==> src/rtl/mc6502_bus_if.sv <==
// Bus interface unit that turns mc6502 core accesses into a memory req/ack handshake.
// Define MC6502_BUS_IF_TIMEOUT_EN to abort requests that stay unacknowledged too long.
module mc6502_bus_if #(
  parameter int unsigned TIMEOUT  = 16,
  parameter logic [7:0]  DB_RESET = 8'h00
) (
  input  logic        CLK,
  input  logic        RES,
  input  logic        CORE_REQ,
  input  logic        CORE_WE,
  input  logic        CORE_SYNC,
  input  logic [7:0]  ABL,
  input  logic [7:0]  ABH,
  input  logic [7:0]  DB_OUT,
  output logic [7:0]  DB_IN,
  output logic        RD_VALID,
  output logic        STALL,
  output logic        MEM_REQ,
  output logic        MEM_WE,
  output logic        MEM_SYNC,
  output logic [15:0] MEM_ADDR,
  output logic [7:0]  MEM_WDATA,
  input  logic        MEM_ACK,
  input  logic [7:0]  MEM_RDATA,
  output logic        BUS_ERR
);

  typedef enum logic [0:0] {StIdle, StWait} state_e;

  state_e      state_q, state_d;
  logic        mem_req_q, mem_req_d;
  logic        mem_we_q, mem_we_d;
  logic        mem_sync_q, mem_sync_d;
  logic [15:0] mem_addr_q, mem_addr_d;
  logic [7:0]  mem_wdata_q, mem_wdata_d;
  logic [7:0]  db_in_q, db_in_d;
  logic        rd_valid_q, rd_valid_d;
  logic        bus_err_q, bus_err_d;
  logic        issue;
  logic        timeout_hit;

  assign issue = (state_q == StIdle) && CORE_REQ;

`ifdef MC6502_BUS_IF_TIMEOUT_EN
  localparam logic [7:0] WaitLast = 8'(TIMEOUT - 1);

  logic [7:0] wait_cnt_q, wait_cnt_d;

  // Timeout fires in the last permitted unacknowledged WAIT cycle; an ACK there still wins.
  assign timeout_hit = (state_q == StWait) && !MEM_ACK && (wait_cnt_q == WaitLast);

  always_comb begin
    wait_cnt_d = wait_cnt_q;
    if (issue) begin
      wait_cnt_d = 8'd0;
    end else if ((state_q == StWait) && !MEM_ACK) begin
      wait_cnt_d = wait_cnt_q + 8'd1;
    end
  end

  always_ff @(posedge CLK) begin
    if (RES) begin
      wait_cnt_q <= 8'd0;
    end else begin
      wait_cnt_q <= wait_cnt_d;
    end
  end
`else
  logic [7:0] unused_timeout;

  assign unused_timeout = 8'(TIMEOUT);
  assign timeout_hit    = 1'b0;
`endif

  always_comb begin
    state_d     = state_q;
    mem_req_d   = mem_req_q;
    mem_we_d    = mem_we_q;
    mem_sync_d  = mem_sync_q;
    mem_addr_d  = mem_addr_q;
    mem_wdata_d = mem_wdata_q;
    db_in_d     = db_in_q;
    rd_valid_d  = 1'b0;
    bus_err_d   = 1'b0;
    case (state_q)
      StIdle: begin
        if (CORE_REQ) begin
          state_d     = StWait;
          mem_req_d   = 1'b1;
          mem_we_d    = CORE_WE;
          mem_sync_d  = CORE_SYNC;
          mem_addr_d  = {ABH, ABL};
          mem_wdata_d = DB_OUT;
        end
      end
      StWait: begin
        if (MEM_ACK) begin
          state_d   = StIdle;
          mem_req_d = 1'b0;
          if (!mem_we_q) begin
            db_in_d    = MEM_RDATA;
            rd_valid_d = 1'b1;
          end
        end else if (timeout_hit) begin
          state_d   = StIdle;
          mem_req_d = 1'b0;
          bus_err_d = 1'b1;
          if (!mem_we_q) begin
            db_in_d    = 8'hFF;
            rd_valid_d = 1'b1;
          end
        end
      end
      default: state_d = StIdle;
    endcase
  end

  always_ff @(posedge CLK) begin
    if (RES) begin
      state_q     <= StIdle;
      mem_req_q   <= 1'b0;
      mem_we_q    <= 1'b0;
      mem_sync_q  <= 1'b0;
      mem_addr_q  <= 16'h0000;
      mem_wdata_q <= 8'h00;
      db_in_q     <= DB_RESET;
      rd_valid_q  <= 1'b0;
      bus_err_q   <= 1'b0;
    end else begin
      state_q     <= state_d;
      mem_req_q   <= mem_req_d;
      mem_we_q    <= mem_we_d;
      mem_sync_q  <= mem_sync_d;
      mem_addr_q  <= mem_addr_d;
      mem_wdata_q <= mem_wdata_d;
      db_in_q     <= db_in_d;
      rd_valid_q  <= rd_valid_d;
      bus_err_q   <= bus_err_d;
    end
  end

  // The core advances in the ACK (or timeout) cycle.
  assign STALL = issue || ((state_q == StWait) && !MEM_ACK && !timeout_hit);

  assign DB_IN     = db_in_q;
  assign RD_VALID  = rd_valid_q;
  assign MEM_REQ   = mem_req_q;
  assign MEM_WE    = mem_we_q;
  assign MEM_SYNC  = mem_sync_q;
  assign MEM_ADDR  = mem_addr_q;
  assign MEM_WDATA = mem_wdata_q;
  assign BUS_ERR   = bus_err_q;

endmodule

==> config.mk <==
export PLATFORM = sky130hd
export DESIGN_NAME = mc6502_bus_if
export DESIGN_NICKNAME = d
export VERILOG_FILES = /design/src/rtl/mc6502_bus_if.sv
export SDC_FILE = /design/constraint.sdc
export NUM_CORES = 1
export LEC_CHECK = 0
export ABC_AREA = 1
export CAP_MARGIN = 20
export CORE_UTILIZATION = 30
export CTS_CLUSTER_DIAMETER = 200
export DETAILED_ROUTE_END_ITERATION = 10
export PLACE_DENSITY = 0.62
export SKIP_CTS_REPAIR_TIMING = 1
export SLEW_MARGIN = 15
export SYNTH_ARGS = -nofsm -noshare
export SYNTH_HDL_FRONTEND = slang
export SYNTH_SLANG_ARGS = --single-unit
==> constraint.sdc <==
create_clock -name CLK -period 2.2 [get_ports CLK]
set_input_delay 0.44 -clock CLK [delete_from_list [all_inputs] [get_ports CLK]]
set_output_delay 0.44 -clock CLK [all_outputs]
set_load 0.03 [all_outputs]
-- Word level (Yosys, flattened, before mapping)
Cells that the tools add are included.
- equal/unequal tests: 2
- muxes and demuxes: 7
- bitwise gates (word level): 3
- reduce and logical (&&, ||, !) cells: 8
- operator list (operator ; count):
    2-to-1 mux 1 bit ; 5
    inequality test 2 bit, second input constant ; 2
    case mux 1 bit (2 select lines) ; 2
    AND reduction 2 bit ; 2
    NOT 1 bit ; 3
    AND reduction 3 bit ; 1
    OR reduction 3 bit ; 1
    logical AND 1 bit ; 2
    logical NOT 1 bit ; 1
    logical OR 1 bit ; 1
- register bits after elaboration: 37
- input port bits: 38
- output and inout bits: 38

-- Depth between registers and ports, before layout
Gate-level depths: netlist (run 1).
- depth after elaboration: 3
- mapped depth: 6

-- Worst setup path before layout (run 1)
OpenSTA, ideal clock, no wires.
- path kind: input to output
- from: input port MEM_ACK
- to: output port STALL
- arrival: 950 ps
- data required time: 1760 ps
- path slack: 810 ps
- stages: 2
- cell sequence: or2_2 > nand2_1
- word-level cells in the longest chain between the ends: 3
- RTL lines (what ; line ; RTL):
    from (decl) ; 23 ; input logic MEM_ACK,
    logical NOT 1 bit ; 143 ; assign STALL = issue || ((state_q == StWait) && !MEM_ACK && !timeout_hit);
    logical AND 1 bit ; 143 ;
    logical OR 1 bit ; 143 ;
    to (decl) ; 17 ; output logic STALL,
No other way between the ends.

-- Worst setup path after layout (run 1)
Same ends and word-level chain as after synthesis.

==> results of run 1 <==
worst paths after layout:
| kind | startpoint | end | slack, ns | cells past startpoint |
|---|---|---|---|---|
| worst max-delay path | MEM_ACK | STALL | 0.34 | 4 |
| worst max register to register | state_q$_SDFF_PP0_ | MEM_WDATA[5]$_SDFFE_PP0P_ | 1.05 | 5 |
| worst min-delay path | MEM_REQ$_SDFFE_PP0P_ | MEM_REQ$_SDFFE_PP0P_ | 0.48 | 2 |
| worst min register to register | MEM_REQ$_SDFFE_PP0P_ | MEM_REQ$_SDFFE_PP0P_ | 0.48 | 2 |
per-stage QoR:
step | util | worst slack (ns) | hold WS (ns) | std cells | total power [mW]
after floorplan | - | 0.810 | 0.509 | 179 | 0.978
after global placement | 0.483 | 0.346 | 0.451 | 298 | 1.15
after detailed placement | 0.483 | 0.345 | 0.465 | 298 | 1.15
after CTS | 0.506 | 0.340 | 0.475 | 306 | 1.67
after global routing | 0.506 | 0.289 | 0.503 | 306 | 1.74
final | 0.506 | 0.344 | 0.475 | 306 | 1.64
power by group through the flow:
| stage | clock network (mW) | logic, mW | registers [mW] |
|---|---|---|---|
| final | 0.512 | 0.387 | 0.746 |
| after global routing | 0.567 | 0.421 | 0.752 |
| after detailed placement | 0 | 0.391 | 0.762 |
| after CTS | 0.533 | 0.393 | 0.747 |
| after floorplan | 0 | 0.120 | 0.858 |
| after global placement | 0 | 0.388 | 0.760 |
state kept, by name (all words and copies together) (netlist names):
register   cells
MEM_WE         1
MEM_REQ        1
state_q        1
MEM_WDATA      8
MEM_ADDR      16
RD_VALID       1
DB_IN          8
MEM_SYNC       1
metal layers:
layer	GRT usage	wire length, um	vias to the layer above	part of all wire
li1	-	-	691	-
met1	0.174	1470	548	0.45
met2	0.214	1440	48	0.44
met3	0.0606	293	4	0.090
met4	0.0600	42	0	0.013
met5	0	0	-	0
cells in the mapped netlist:
library cell and count:
a21oi_1 2, buf_2 3, buf_4 1, buf_6 4, buf_8 1, clkbuf_8 1
conb_1 1, dfxtp_1 37, inv_1 10, inv_2 2, nand2_1 18, nand2_2 1
nand2_4 1, nand3_2 1, nor2_1 69, o21ai_0 16, o21ai_1 10, or2_2 1
tightest hold or removal path, stage by stage, from the launching register on:
cell and delay (ns):
dfxtp_1 0.31, nand2_1 0.07, a21oi_1 0.05
cell families (layout without fill, tap and decap cells):
family                 count (synthesis)  in the layout  share of synthesized area
AO/OA/AOI/OAI                         28             28                      0.101
buffers and inverters                 22             97                      0.102
flip-flops                            37             37                      0.534
other                                  1              1                    0.00270
AND/OR/NAND/NOR                       91             91                      0.260
final cells by class:
class	instances	area, um^2	area share
clock inverter	1	5.00	0.00226
inverter	12	45.0	0.0203
clock buffer	7	96.3	0.0435
multi-input combinational	120	504	0.227
sequential	37	741	0.334
timing repair buffer	77	761	0.343
tap	52	65.1	0.0293
layout by cell type (no fill, tap or decap), types with 4 or more instances in the layout:
cell type        instances
clkdlybuf4s50_1         73
nor2_1                  69
dfxtp_1                 37
nand2_1                 18
o21ai_0                 16
inv_1                   10
o21ai_1                 10
clkbuf_8                 7
buf_4                    4
==> run summary, run 1 <==
Top cell type's share of synthesized area: 0.534
Via density per instance: 4.22
Yosys warns: 0
Setup TNS: 0 ns
First-pass GRT wire length: 5.35 mm
Maximum clock frequency: 539 MHz
Clk Latency, worst-skew pair: 0.29 ns
Vias: 1,291
WL/cell: 10.6 um
Die Ht: 70.0 um
CTS max path bufs: 2
Sw Pwr: 0.461 mW
GR Overflow Total: 0
CTS tree: done
GP Congestion: 0.672
Switching Fraction: 0.280
Crit path cell chain: clkdlybuf4s50_1 > or2_2 > nand2_1 > buf_4
Power per cell area: 741 nW/um^2
Synthesized area per cell: 7.74 um^2
Syn nets: 217
Final hold vios: 0
Flops & latches, synth: 37
Design area: 2220 um^2
DRC viols: 0
CP max FO: 3
Clk sinks: 37
CP max stage delay: 0.45 ns
Kind of cell adding the most delay to the critical path: buffers and inverters
Synthesized cell area: 1390 um^2
Detail Route Antenna Nets: 0
RSZ-0062 raised after global routing: false
Internal power: 1.18 mW
Die W: 70.0 um
First DRT Iteration DRCs: 66
Power share of the combinational group: 0.235
Vias in the first global route: 1,188
First-pass detailed-route iteration total: 5
Critical path endpoint category: primary output
Dpl hpwl: 2.33 mm
Unique masters post-synth: 18
CP startpoint kind: primary input
Mapped Cells: 179
Share of layout cells above drive strength 1: 0.0709
Routed WL: 3.25 mm
FP Rows: 24
Max-slew violations: 0
CTS H-Tree Depth: 2
IO buf count: 74
CTS Root Cell: clkbuf_8
Worst path required time: 1.76 ns
Ports: 76
Die Area: 4900 um^2
Pleak: 0.940 nW
Slowest stage cell, crit path: clkdlybuf4s50_1
Dpl cell area: 2120 um^2
Status: complete, no violations
Pin count of the biggest net entering global routing: 27
Core ar.: 4380 um^2
Worst Hold Class: reg2reg
Fillers: 466
Clock transition at path regs: 0.07 ns
Initial antenna violation count: 0
Cts bufs inserted: 5
Buffers & Inverters on Critical Path: 2
CP Class: in2out
Antenna diodes: 0
Clk_skew: 0.00597 ns
Final period util: 0.844
Net count, final: 291
Critical Path AT: 1.42 ns
Initial core utilization: 0.316
Clock share of power: 0.311
Layout area overhead: 59.9%
Post-route minimum period: 1.86 ns
Seq/Total Area, Yosys: 0.534
Worst vdd ir: 0.345 mV
Max Cap Viol: 0
Top post-synthesis cells by area: dfxtp_1, nor2_1, o21ai_0, nand2_1, o21ai_1
Global-route usage over all layers: 0.141
Post-synth top area cell: dfxtp_1
Setup Viol. Count Final: 0
Sequential Power Share: 0.454
Power figures use the tool's default switching activity.
==> run 2, diff against run 1 <==
--- a/config.mk
+++ b/config.mk
@@ -10,7 +10,7 @@
 export CORE_UTILIZATION = 30
 export CTS_CLUSTER_DIAMETER = 200
 export DETAILED_ROUTE_END_ITERATION = 10
-export PLACE_DENSITY = 0.62
+export PLACE_DENSITY = 0.64
 export SKIP_CTS_REPAIR_TIMING = 1
 export SLEW_MARGIN = 15
 export SYNTH_ARGS = -nofsm -noshare
==> constraint.sdc (replaced) <==
create_clock -name CLK -period 1.7 [get_ports CLK]
set_input_delay 0.34 -clock CLK [delete_from_list [all_inputs] [get_ports CLK]]
set_output_delay 0.34 -clock CLK [all_outputs]
set_load 0.03 [all_outputs]
==> run 2 against run 1 <==
Effect of this change:
- via count increased by 1.8%
- first-iteration DRC count decreased by 52%
- clock power increased by 17%
- worst setup slack got worse by 0.28 ns
- critical endpoint is now DB_IN[0]
- largest cell class unchanged
==> run summary, run 2 (synthesis results as in run 1) <==
Status: complete, no violations
Final hold vios: 0
Initial antenna violation count: 0
Layout area overhead: 62.1%
Share of layout cells above drive strength 1: 0.0706
First DRT Iteration DRCs: 32
Met1 global-route usage: 0.179
Worst vdd ir: 0.412 mV
Max-slew violations: 0
Cts bufs inserted: 5
CP max FO: 2
CP Class: reg2out
Vias in the first global route: 1,188
Core ar.: 4380 um^2
FP Rows: 24
Antenna diodes: 0
Ports: 76
Critical path endpoint category: primary output
CTS tree: done
Worst hold slack: 0.462 ns
Net count, final: 293
Power per cell area: 923 nW/um^2
Via density per instance: 4.28
Max reg flops: 16
Max Cap Viol: 0
Setup TNS: 0 ns
Die Ht: 70.0 um
RSZ-0062 raised after global routing: false
First-pass GRT wire length: 5.37 mm
Crit path cell chain: clkdlybuf4s50_1
Clock transition at path regs: 0.06 ns
CTS max path bufs: 2
Buffers & Inverters on Critical Path: 1
Setup Viol. Count Final: 0
GRT busiest layer: met2
WL/cell: 10.1 um
Routed WL: 3.09 mm
DRC viols: 0
Leading cell type in the layout, fill and taps excluded: clkdlybuf4s50_1
Worst slack, placed: 0.0866 ns
Critical Path AT: 1.29 ns
CP startpoint kind: flop
Final Worst Setup Slack: 0.0672 ns
Finished Core Util: 0.513
Worst path required time: 1.36 ns
Tot Pwr: 2.08 mW
Slowest stage cell, crit path: clkdlybuf4s50_1
Kind of cell adding the most delay to the critical path: buffers and inverters
Pin count of the biggest net entering global routing: 30
Global-route usage over all layers: 0.141
Detail Route Antenna Nets: 0
Maximum clock frequency: 612 MHz
CTS H-Tree Depth: 2
Met3 usage in global routing: 0.0606
CTS Root Cell: clkbuf_8
Clk sinks: 37
Final period util: 0.960
Die Area: 4900 um^2
Dpl hpwl: 2.22 mm
Commonest cells after routing, fill and taps aside: clkdlybuf4s50_1, nor2_1, dfxtp_1, nand2_1, o21ai_0
Pleak: 0.978 nW
Post-route minimum period: 1.63 ns
GP Congestion: 0.693
Worst Hold Class: reg2reg
IO buf count: 74
Clk_skew: 0.00270 ns
Initial core utilization: 0.316
Routing usage on met2: 0.203
GR Overflow Total: 0
Clk Latency, worst-skew pair: 0.28 ns
CP max stage delay: 0.68 ns
Vias: 1,314
Die W: 70.0 um
First-pass detailed-route iteration total: 4
[run 2: changes by cell type in the layout (fill, tap and decap cells not counted), sizes merged]
cell	previous run	this run
buf	4	6
dlymetal6s2s	0	2
clkinv	1	0
clkdlybuf4s50	73	71
[run 2: stage by stage]
step	instance area, um^2	std cells
floorplan	1390	179
global route	2250	307
finish	2250	307
global placement	2160	300
CTS	2240	307
detailed placement	2160	300
[run 2: path summary, 6_finish.rpt]
kind / start / to / slack (ns) / depth (start not counted)
worst max register to register: state_q$_SDFF_PP0_ / DB_IN[4]$_SDFFE_PP0P_ / 0.68 / 3
worst min register to register: MEM_REQ$_SDFFE_PP0P_ / MEM_REQ$_SDFFE_PP0P_ / 0.46 / 2
worst max-delay path: DB_IN[0]$_SDFFE_PP0P_ / DB_IN[0] / 0.07 / 1
worst min-delay path: MEM_REQ$_SDFFE_PP0P_ / MEM_REQ$_SDFFE_PP0P_ / 0.46 / 2
[run 2: area by class of cell]
type | instances | area [um^2]
Timing Repair Buffer | 79 | 806
Fill cell | 448 | 2140
Multi-Input combinational cell | 120 | 504
Tap cell | 52 | 65.1
Clock buffer | 7 | 86.3
Inverter | 12 | 45.0
Sequential cell | 37 | 741
[run 2: per-layer routing]
metal	wire, um	vias up
li1	-	694
met1	1440	566
met2	1330	47
met3	247	7
met4	62	0
met5	0	-
[run 2: report_power, final]
part	leakage [nW]	internal (mW)	switching, mW
Clock	0.0443	0.321	0.278
Sequential	0.306	0.933	0.0317
Combinational	0.628	0.243	0.268
Total	0.978	1.50	0.578
==> run 3, diff against run 2 <==
--- a/config.mk
+++ b/config.mk
@@ -7,10 +7,11 @@
 export LEC_CHECK = 0
 export ABC_AREA = 1
 export CAP_MARGIN = 20
-export CORE_UTILIZATION = 30
+export CORE_MARGIN = 2
+export CORE_UTILIZATION = 34
 export CTS_CLUSTER_DIAMETER = 200
 export DETAILED_ROUTE_END_ITERATION = 10
-export PLACE_DENSITY = 0.64
+export PLACE_DENSITY = 0.72
 export SKIP_CTS_REPAIR_TIMING = 1
 export SLEW_MARGIN = 15
 export SYNTH_ARGS = -nofsm -noshare
==> run 3 against run 2 <==
Effect of this change:
- clock power grew 9.5%
- routed wire length shrank 1.1%
- worst setup slack got worse by 0.0052 ns
- sequential share of layout area is essentially flat
- design area is 0.11% higher
- core utilization rose by 5.4 points
- critical path type unchanged
- worst hold slack worse by 0.0030 ns
- maximum frequency shrank 0.32%
- sequential power is essentially flat
- die area fell by 6.0%
- critical path depth stayed put
- critical endpoint is now MEM_ADDR[0]
- combinational power shrank 1%
==> run summary, run 3 (synthesis results as in run 1) <==
Status: complete, no violations
Critical path endpoint category: primary output
Global-route usage over all layers: 0.146
Routed WL: 3.06 mm
Via density per instance: 4.16
CP Class: reg2out
Power per cell area: 945 nW/um^2
Critical Path AT: 1.30 ns
Max Cap Viol: 0
CP max FO: 2
Antenna diodes: 0
Kind of cell adding the most delay to the critical path: buffers and inverters
Vias: 1,282
CTS Root Cell: clkbuf_8
Setup TNS: 0 ns
CP max stage delay: 0.68 ns
Slowest stage cell, crit path: clkdlybuf4s50_1
Max reg flops: 16
Worst vdd ir: 0.491 mV
Clock transition at path regs: 0.07 ns
Initial antenna violation count: 0
Layout area overhead: 62.3%
Dpl cell area: 2140 um^2
IO buf count: 74
WL/cell: 9.92 um
Worst hold slack: 0.460 ns
First-pass detailed-route iteration total: 3
Leading cell type in the layout, fill and taps excluded: clkdlybuf4s50_1
Flip-flop and latch area: 741 um^2
Die Ht: 67.9 um
FP Rows: 23
Max-slew violations: 0
GP Congestion: 0.681
First-pass GRT wire length: 5.00 mm
Post-route minimum period: 1.64 ns
Clk_skew: 0.00665 ns
Pleak: 0.988 nW
Area of the multi-input gates: 504 um^2
Setup Viol. Count Final: 0
Die W: 67.9 um
Final Worst Setup Slack: 0.0620 ns
RSZ-0062 raised after global routing: false
Final period util: 0.964
Core ar.: 3970 um^2
Design area: 2250 um^2
Net count, final: 295
DRC viols: 0
CTS max path bufs: 2
Ports: 76
Dpl hpwl: 2.29 mm
Crit path cell chain: clkdlybuf4s50_1
First DRT Iteration DRCs: 60
CTS H-Tree Depth: 2
Cts bufs inserted: 5
Die Area: 4600 um^2
Final hold vios: 0
Share of layout cells above drive strength 1: 0.0853
Pin count of the biggest net entering global routing: 18
Worst Hold Class: reg2reg
Detail Route Antenna Nets: 0
Worst slack, placed: 0.0784 ns
Clk Latency, worst-skew pair: 0.28 ns
Fillers: 407
Maximum clock frequency: 610 MHz
CTS tree: done
Clk sinks: 37
Tot Pwr: 2.13 mW
Commonest cells after routing, fill and taps aside: clkdlybuf4s50_1, nor2_1, dfxtp_1, nand2_1, o21ai_0
Worst path required time: 1.36 ns
CP startpoint kind: flop
Buffers & Inverters on Critical Path: 1
Vias in the first global route: 1,213
GR Overflow Total: 0
Initial core utilization: 0.349
run 3: worst paths after layout:
check / startpoint / endpoint / slack (ns) / cells after the start
min reg2reg: MEM_REQ$_SDFFE_PP0P_ / MEM_REQ$_SDFFE_PP0P_ / 0.46 / 2
min: MEM_REQ$_SDFFE_PP0P_ / MEM_REQ$_SDFFE_PP0P_ / 0.46 / 2
max reg2reg: state_q$_SDFF_PP0_ / MEM_ADDR[1]$_SDFFE_PP0P_ / 0.61 / 6
max: MEM_ADDR[0]$_SDFFE_PP0P_ / MEM_ADDR[0] / 0.06 / 1
run 3: metal layers:
layer | part of all wire | GRT usage | vias to the layer above
met3 | 0.10 | 0.0691 | 7
met2 | 0.45 | 0.232 | 48
li1 | - | - | 698
met1 | 0.42 | 0.164 | 529
met4 | 0.023 | 0.0750 | 0
met5 | 0 | 0 | -
run 3: cell type report:
type                       instances  area share
timing repair buffer              81       0.354
clock buffer                       7      0.0428
tap                               50      0.0278
multi-input combinational        120       0.224
sequential                        37       0.329
inverter                          12      0.0200
clock inverter                     1     0.00222
run 3: metrics by stage:
step	utilization	cells
after detailed placement	0.540	300
after global placement	0.540	300
final	0.566	308
after floorplan	-	179
after CTS	0.565	308
after global routing	0.566	308
run 3: report_power, final:
part / internal (mW) / total (mW) / switching [mW]
Combinational: 0.238 / 0.505 / 0.267
Sequential: 0.933 / 0.964 / 0.0316
Clock: 0.366 / 0.656 / 0.290
Total: 1.54 / 2.13 / 0.588
